File: config.mk
export PLATFORM = sky130hd
export DESIGN_NAME = tdm_demux_flat
export DESIGN_NICKNAME = d
export VERILOG_FILES = /design/src/rtl/tdm_demux_if.sv /design/src/rtl/tdm_demux.sv /design/src/flat_wrapper.sv
export SDC_FILE = /design/constraint.sdc
export NUM_CORES = 1
export LEC_CHECK = 0
export BUFFER_PORTS_ARGS = -buffer_cell sky130_fd_sc_hd__buf_2
export CAP_MARGIN = 20
export CORE_MARGIN = 3
export CORE_UTILIZATION = 35
export DETAILED_ROUTE_END_ITERATION = 16
export PLACE_DENSITY_LB_ADDON = 0.15
export SLEW_MARGIN = 20
export SYNTH_ARGS = -nofsm -noshare
export SYNTH_HDL_FRONTEND = slang
export SYNTH_SLANG_ARGS = --single-unit
File: constraint.sdc
create_clock -name clk -period 2.6 [get_ports clk]
set_input_delay 0.39 -clock clk [delete_from_list [all_inputs] [get_ports clk]]
set_output_delay 0.39 -clock clk [all_outputs]
set_load 0.02 [all_outputs]
File: src/rtl/tdm_demux_if.sv
// Port bundle for tdm_demux: serial slot input plus the two per-channel
// valid/ready word outputs. "slave" is the demux side, "master" the upstream/consumer side.
interface tdm_demux_if #(
   parameter int WIDTH = 8
);
   logic             data;
   logic             sel;
   logic             in_valid;
   logic             sof;

   logic [WIDTH-1:0] out_a;
   logic             out_a_valid;
   logic             out_a_ready;
   logic [WIDTH-1:0] out_b;
   logic             out_b_valid;
   logic             out_b_ready;

   logic             overflow_a;
   logic             overflow_b;
   logic             parity_err_a;
   logic             parity_err_b;

   modport slave (
      input  data, sel, in_valid, sof, out_a_ready, out_b_ready,
      output out_a, out_a_valid, out_b, out_b_valid,
      output overflow_a, overflow_b, parity_err_a, parity_err_b
   );

   modport master (
      output data, sel, in_valid, sof, out_a_ready, out_b_ready,
      input  out_a, out_a_valid, out_b, out_b_valid,
      input  overflow_a, overflow_b, parity_err_a, parity_err_b
   );
endinterface

File: src/rtl/tdm_demux.sv
// Two-channel TDM serial receiver: per-channel LSB-first deserializer with a
// one-word output buffer. Define TDM_DEMUX_PARITY_EN for a trailing even-parity bit per word.
module tdm_demux #(
   parameter int WIDTH = 8
) (
   input  logic        clk,
   input  logic        reset,
   tdm_demux_if.slave  bus
);

`ifdef TDM_DEMUX_PARITY_EN
   localparam int N = WIDTH + 1;
`else
   localparam int N = WIDTH;
`endif
   localparam int CW = $clog2(WIDTH + 1);

   typedef struct packed {
      logic [WIDTH-1:0] shift;
      logic [CW-1:0]    cnt;
      logic [WIDTH-1:0] word;
      logic             valid;
      logic             ovf;
   } lane_t;

   logic [1:0] ready;
   assign ready = {bus.out_b_ready, bus.out_a_ready};

   for (genvar g = 0; g < 2; g++) begin : g_lane
      lane_t            lane_q, lane_d;
      logic             accept, take, complete, par_ok, load;
      logic [CW-1:0]    idx;
      logic [WIDTH-1:0] assembled;
`ifdef TDM_DEMUX_PARITY_EN
      logic             perr_q, perr_d;
`endif

      always_comb begin
         // NOTE: every comb output gets a default first so no path can infer a latch.
         lane_d    = lane_q;
         accept    = bus.in_valid && (bus.sel == 1'(g));
         take      = lane_q.valid && ready[g];
         // sof restarts the word: the incoming bit lands at position 0.
         idx       = bus.sof ? '0 : lane_q.cnt;
         assembled = lane_q.shift;
         for (int k = 0; k < WIDTH; k++) begin
            if (idx == CW'(k)) assembled[k] = bus.data;
         end
         complete  = accept && (idx == CW'(N - 1));
`ifdef TDM_DEMUX_PARITY_EN
         par_ok    = ((^lane_q.shift) == bus.data);
         perr_d    = complete && !par_ok;
`else
         par_ok    = 1'b1;
`endif
         load      = complete && par_ok && (!lane_q.valid || take);

         if (accept) begin
            lane_d.shift = assembled;
            lane_d.cnt   = complete ? '0 : idx + 1'b1;
         end
         if (load) begin
            lane_d.word  = assembled;
            lane_d.valid = 1'b1;
         end else if (take) begin
            lane_d.valid = 1'b0;
         end
         if (complete && par_ok && !load) lane_d.ovf = 1'b1;
      end

      // NOTE: state registers use non-blocking assignments so all flops update together.
      always_ff @(posedge clk) begin
         if (reset) begin
            lane_q <= '0;
`ifdef TDM_DEMUX_PARITY_EN
            perr_q <= 1'b0;
`endif
         end else begin
            lane_q <= lane_d;
`ifdef TDM_DEMUX_PARITY_EN
            perr_q <= perr_d;
`endif
         end
      end
   end

   assign bus.out_a       = g_lane[0].lane_q.word;
   assign bus.out_a_valid = g_lane[0].lane_q.valid;
   assign bus.overflow_a  = g_lane[0].lane_q.ovf;
   assign bus.out_b       = g_lane[1].lane_q.word;
   assign bus.out_b_valid = g_lane[1].lane_q.valid;
   assign bus.overflow_b  = g_lane[1].lane_q.ovf;

`ifdef TDM_DEMUX_PARITY_EN
   assign bus.parity_err_a = g_lane[0].perr_q;
   assign bus.parity_err_b = g_lane[1].perr_q;
`else
   assign bus.parity_err_a = 1'b0;
   assign bus.parity_err_b = 1'b0;
`endif

endmodule
File: src/flat_wrapper.sv
// flat-port wrapper written by rule: the top's interface ports become plain ports
module tdm_demux_flat 
#(
   parameter int WIDTH = 8
)
  (clk, reset, bus_data, bus_sel, bus_in_valid, bus_sof, bus_out_a_ready, bus_out_b_ready, bus_out_a, bus_out_a_valid, bus_out_b, bus_out_b_valid, bus_overflow_a, bus_overflow_b, bus_parity_err_a, bus_parity_err_b);
  tdm_demux_if #(.WIDTH(WIDTH)) bus_i ();
  input  logic clk;
  input  logic reset;
  input wire logic [$bits(bus_i.data)-1:0] bus_data;
  input wire logic [$bits(bus_i.sel)-1:0] bus_sel;
  input wire logic [$bits(bus_i.in_valid)-1:0] bus_in_valid;
  input wire logic [$bits(bus_i.sof)-1:0] bus_sof;
  input wire logic [$bits(bus_i.out_a_ready)-1:0] bus_out_a_ready;
  input wire logic [$bits(bus_i.out_b_ready)-1:0] bus_out_b_ready;
  output wire logic [$bits(bus_i.out_a)-1:0] bus_out_a;
  output wire logic [$bits(bus_i.out_a_valid)-1:0] bus_out_a_valid;
  output wire logic [$bits(bus_i.out_b)-1:0] bus_out_b;
  output wire logic [$bits(bus_i.out_b_valid)-1:0] bus_out_b_valid;
  output wire logic [$bits(bus_i.overflow_a)-1:0] bus_overflow_a;
  output wire logic [$bits(bus_i.overflow_b)-1:0] bus_overflow_b;
  output wire logic [$bits(bus_i.parity_err_a)-1:0] bus_parity_err_a;
  output wire logic [$bits(bus_i.parity_err_b)-1:0] bus_parity_err_b;
  assign bus_i.data = bus_data;
  assign bus_i.sel = bus_sel;
  assign bus_i.in_valid = bus_in_valid;
  assign bus_i.sof = bus_sof;
  assign bus_i.out_a_ready = bus_out_a_ready;
  assign bus_i.out_b_ready = bus_out_b_ready;
  assign bus_out_a = bus_i.out_a;
  assign bus_out_a_valid = bus_i.out_a_valid;
  assign bus_out_b = bus_i.out_b;
  assign bus_out_b_valid = bus_i.out_b_valid;
  assign bus_overflow_a = bus_i.overflow_a;
  assign bus_overflow_b = bus_i.overflow_b;
  assign bus_parity_err_a = bus_i.parity_err_a;
  assign bus_parity_err_b = bus_i.parity_err_b;
  tdm_demux #(.WIDTH(WIDTH)) u_core (.clk(clk), .reset(reset), .bus(bus_i));
endmodule
==> results.py <==
metrics = {
    "floorplanning": {
        "pin_count": 30,
        "num_rows": 28,
        "dieArea_um2": 7210,
        "die_x_um": 84.9,
        "core_area_um2": 5990,
        "start_util": 0.364,
        "fp.dieH_um": 84.9,
    },
    "power": {
        "p_int_uw": 879,
        "p_sw_frac": 0.242,
        "p_seq_frac": 0.578,
        "switchingPower_uw": 281,
        "peakVddDrop_mv": 0.240,
        "combinationalPowerShare": 0.067,
        "clkPwrFrac": 0.355,
        "fin_total_pwr_mw": 1.16,
        "power_density_nw_per_um2": 500,
        "leakagePower_nw": 0.991,
    },
    "cts": {
        "ctsLongestPathBuffers": 2,
        "clkSlewWorstSetupHoldPaths_ns": 0.08,
        "cts_resized": 0,
        "cts_max_level": 2,
        "cts_root_buf": "clkbuf_8",
        "cts_num_sinks": 43,
        "cts_made_buffers": 5,
        "cts_setup_buffers": 0,
        "holdBufCountCts": 0,
        "tritoncts": "yes",
        "clkLatencyLatePin_ns": 0.29,
    },
    "detailed_routing": {
        "antenna_left": 0,
        "firstDrtPassIters": 4,
        "drc_errors": 0,
        "drtIter0Drc": 52,
        "vias": 1660,
        "wire_per_inst_um": 12.5,
        "via_per_inst": 4.87,
        "routed_wl_um": 4250,
    },
    "timing": {
        "period_needed_ns": 2.09,
        "worst_slew_pin_slew_ns": 0.792,
        "setup_viol": 0,
        "slew_headroom": 0.471,
        "rsz0062_at_grt": "no",
        "skew_ns": 0.00618,
        "hold_viol_final": 0,
        "fmax_mhz": 479,
        "report.final.slew_viol_count": 0,
        "fin_setup_tns_ns": 0,
        "period_share": 0.803,
    },
    "setup_path": {
        "worstPathMaxFanout": 15,
        "r2r_end": "u_core.bus.out_b[5]$_SDFFE_PP0P_",
        "worstSetupPathType": "reg2reg",
        "slowest_stage": "nor3_4",
        "reg2reg_from": "u_core.g_lane[1].lane_q[10]$_SDFFE_PP0P_",
        "rrSetupSlack_ns": 0.51,
        "setup.worst_path.start": "u_core.g_lane[1].lane_q[10]$_SDFFE_PP0P_",
        "rr_worst_depth": 7,
        "cp_cell_sequence": "nand2b_1 > inv_1 > ha_1 > nand3_1 > nor3_4 > nor2_1 > a311oi_2",
        "critical_path_buf_inv_count": 1,
        "start_kind": "flip-flop",
        "critPathMaxStageDelay_ns": 0.51,
        "critical_path_required_ns": 2.80,
        "cp-end-kind": "flip-flop",
        "arrival_ns": 2.29,
        "cpLargestDelayFamily": "simple AND/OR/NAND/NOR gates",
    },
    "flow_run": {
        "maxCapViolCount": 0,
    },
    "synthesis": {
        "ys.flop_type": "dfxtp_1",
        "synth_seq_area_share": 0.395,
        "synthArstFlopShare": 0,
        "synth_edf_count": 0,
        "synth_area_leaders": "dfxtp_1 39%, mux2i_1 9.2%, nor2_1 6.7%",
        "ys_warn_count": 0,
        "synth-seq-cells": 43,
        "synthesis.area_um2": 2180,
        "synth_top_area_frac": 0.395,
        "syn_inst": 260,
        "ys_types": 37,
        "synth_area_leader_cell": "dfxtp_1",
        "syn_area_per_cell_um2": 8.39,
    },
    "global_routing": {
        "grt_pass1_vias": 1567,
        "antenna_found_initial": 0,
        "grt_start_max_net_pins": 30,
        "grt_pass1_wl_um": 7430,
        "grt_usage": 0.128,
        "grt_overflow": 0,
    },
    "placed_design": {
        "dpl.cell_count": 333,
        "port_buffers": 27,
        "dp_hpwl_um": 2950,
        "routabilityCongestion": 0.761,
    },
    "finish": {
        "postLayoutCoreUtil": 0.388,
        "num_antenna_cells": 0,
        "area_delta_synth_final_pct": 6.48,
        "drive_above_1_share": 0.173,
        "stdcell_count": 341,
        "mostFrequentLayoutCell": "dfxtp_1",
        "nets": 278,
        "final_cell_mix": "43 x dfxtp_1, 39 x nor2_1, 31 x nand2_1, 27 x buf_2, 25 x nand3_1",
    },
    "worst_hold_path": {
        "hold_class": "in2reg",
        "whs_path_depth": 3,
        "min_to": "u_core.bus.out_a_valid$_SDFFE_PP0P_",
        "holdCritStartpoint": "bus_out_a_ready",
    },
    "run_status": {
        "outcome": "complete, no violations",
    },
}
## worst register-to-register path, stage by stage, from the launching register on
cell and delay, ns:
dfxtp_1 0.39, nand2b_1 0.12, inv_1 0.11, ha_1 0.31, nand3_1 0.20, nor3_4 0.51
nor2_1 0.12, a311oi_2 0.25
## power by group through the flow
stage,Sequential (mW),Combinational [mW],Clock [mW]
floorplan,0.685,0.0602,0
finish,0.671,0.0774,0.413
global route,0.672,0.0882,0.459
CTS,0.671,0.0785,0.432
detailed placement,0.686,0.0784,0
global placement,0.686,0.0792,0
## cells by family (layout without fill, tap and decap cells)
| group | after synthesis | count (layout) | synth area share |
|---|---|---|---|
| AO/OA/AOI/OAI | 36 | 36 | 0.123 |
| adder cells (fa/ha/maj) | 5 | 5 | 0.0287 |
| multiplexers | 20 | 20 | 0.0918 |
| AND/OR/NAND/NOR | 116 | 116 | 0.255 |
| buffers and inverters | 39 | 44 | 0.105 |
| other | 1 | 2 | 0.00172 |
| flip-flops | 43 | 43 | 0.395 |
## layout make-up
type | instances | area (µm²)
inverters | 3 | 11.3
well taps | 75 | 93.8
multi-input cells | 179 | 1090
clock inverters | 1 | 5.00
fillers | 638 | 3670
flip-flops and latches | 43 | 861
clock buffers | 7 | 76.3
repair buffers | 33 | 180
## registers in the layout, summed over array words and instances (netlist names)
name,flops
u_core.bus.out_a,8
u_core.bus.out_a_valid,1
u_core.bus.out_b,8
u_core.bus.out_b_valid,1
u_core.bus.overflow_a,1
u_core.bus.overflow_b,1
u_core.g_lane.lane_q,23
## worst max path at each step
| stage | to | slack (ns) | depth (start not counted) |
|---|---|---|---|
| after floorplan | u_core.bus.out_b[5]$_SDFFE_PP0P_ | 0.40 | 11 |
| after global placement | u_core.bus.out_b[2]$_SDFFE_PP0P_ | 0.45 | 8 |
| after detailed placement | u_core.bus.out_b[5]$_SDFFE_PP0P_ | 0.31 | 8 |
| after CTS | u_core.bus.out_b[5]$_SDFFE_PP0P_ | 0.49 | 7 |
| after global routing | u_core.bus.out_b[6]$_SDFFE_PP0P_ | 0.28 | 7 |
| final | u_core.bus.out_b[5]$_SDFFE_PP0P_ | 0.51 | 7 |
## routing by layer
layer / share of wire / global-route usage / vias to the layer above
li1: - / - / 882
met1: 0.48 / 0.161 / 744
met2: 0.46 / 0.206 / 29
met3: 0.041 / 0.0340 / 5
met4: 0.012 / 0.0532 / 0
met5: 0 / 0 / -
## synthesized netlist by cell type, types with 2 or more instances
| master | count |
|---|---|
| dfxtp_1 | 43 |
| nor2_1 | 39 |
| nand2_1 | 31 |
| nand3_1 | 25 |
| mux2i_1 | 20 |
| buf_4 | 19 |
| clkbuf_1 | 12 |
| a311oi_1 | 8 |
| a211oi_1 | 7 |
| a21oi_1 | 7 |
| ha_1 | 5 |
| nand2b_1 | 4 |
| nor2b_1 | 4 |
| o21ai_0 | 4 |
| inv_1 | 3 |
| o21bai_1 | 3 |
| a311oi_2 | 2 |
| and2_1 | 2 |
| buf_2 | 2 |
| nor3b_1 | 2 |
| o21a_1 | 2 |
## per-stage QoR
step	area, µm²	worst slack (ns)	hold slack [ns]
4_1_cts	2320	0.495	0.423
2_1_floorplan	2180	0.400	0.454
3_5_place_dp	2240	0.306	0.466
5_1_grt	2320	0.279	0.438
6_report	2320	0.512	0.426
3_3_place_gp	2240	0.453	0.461
Power figures use the tool's default switching activity.
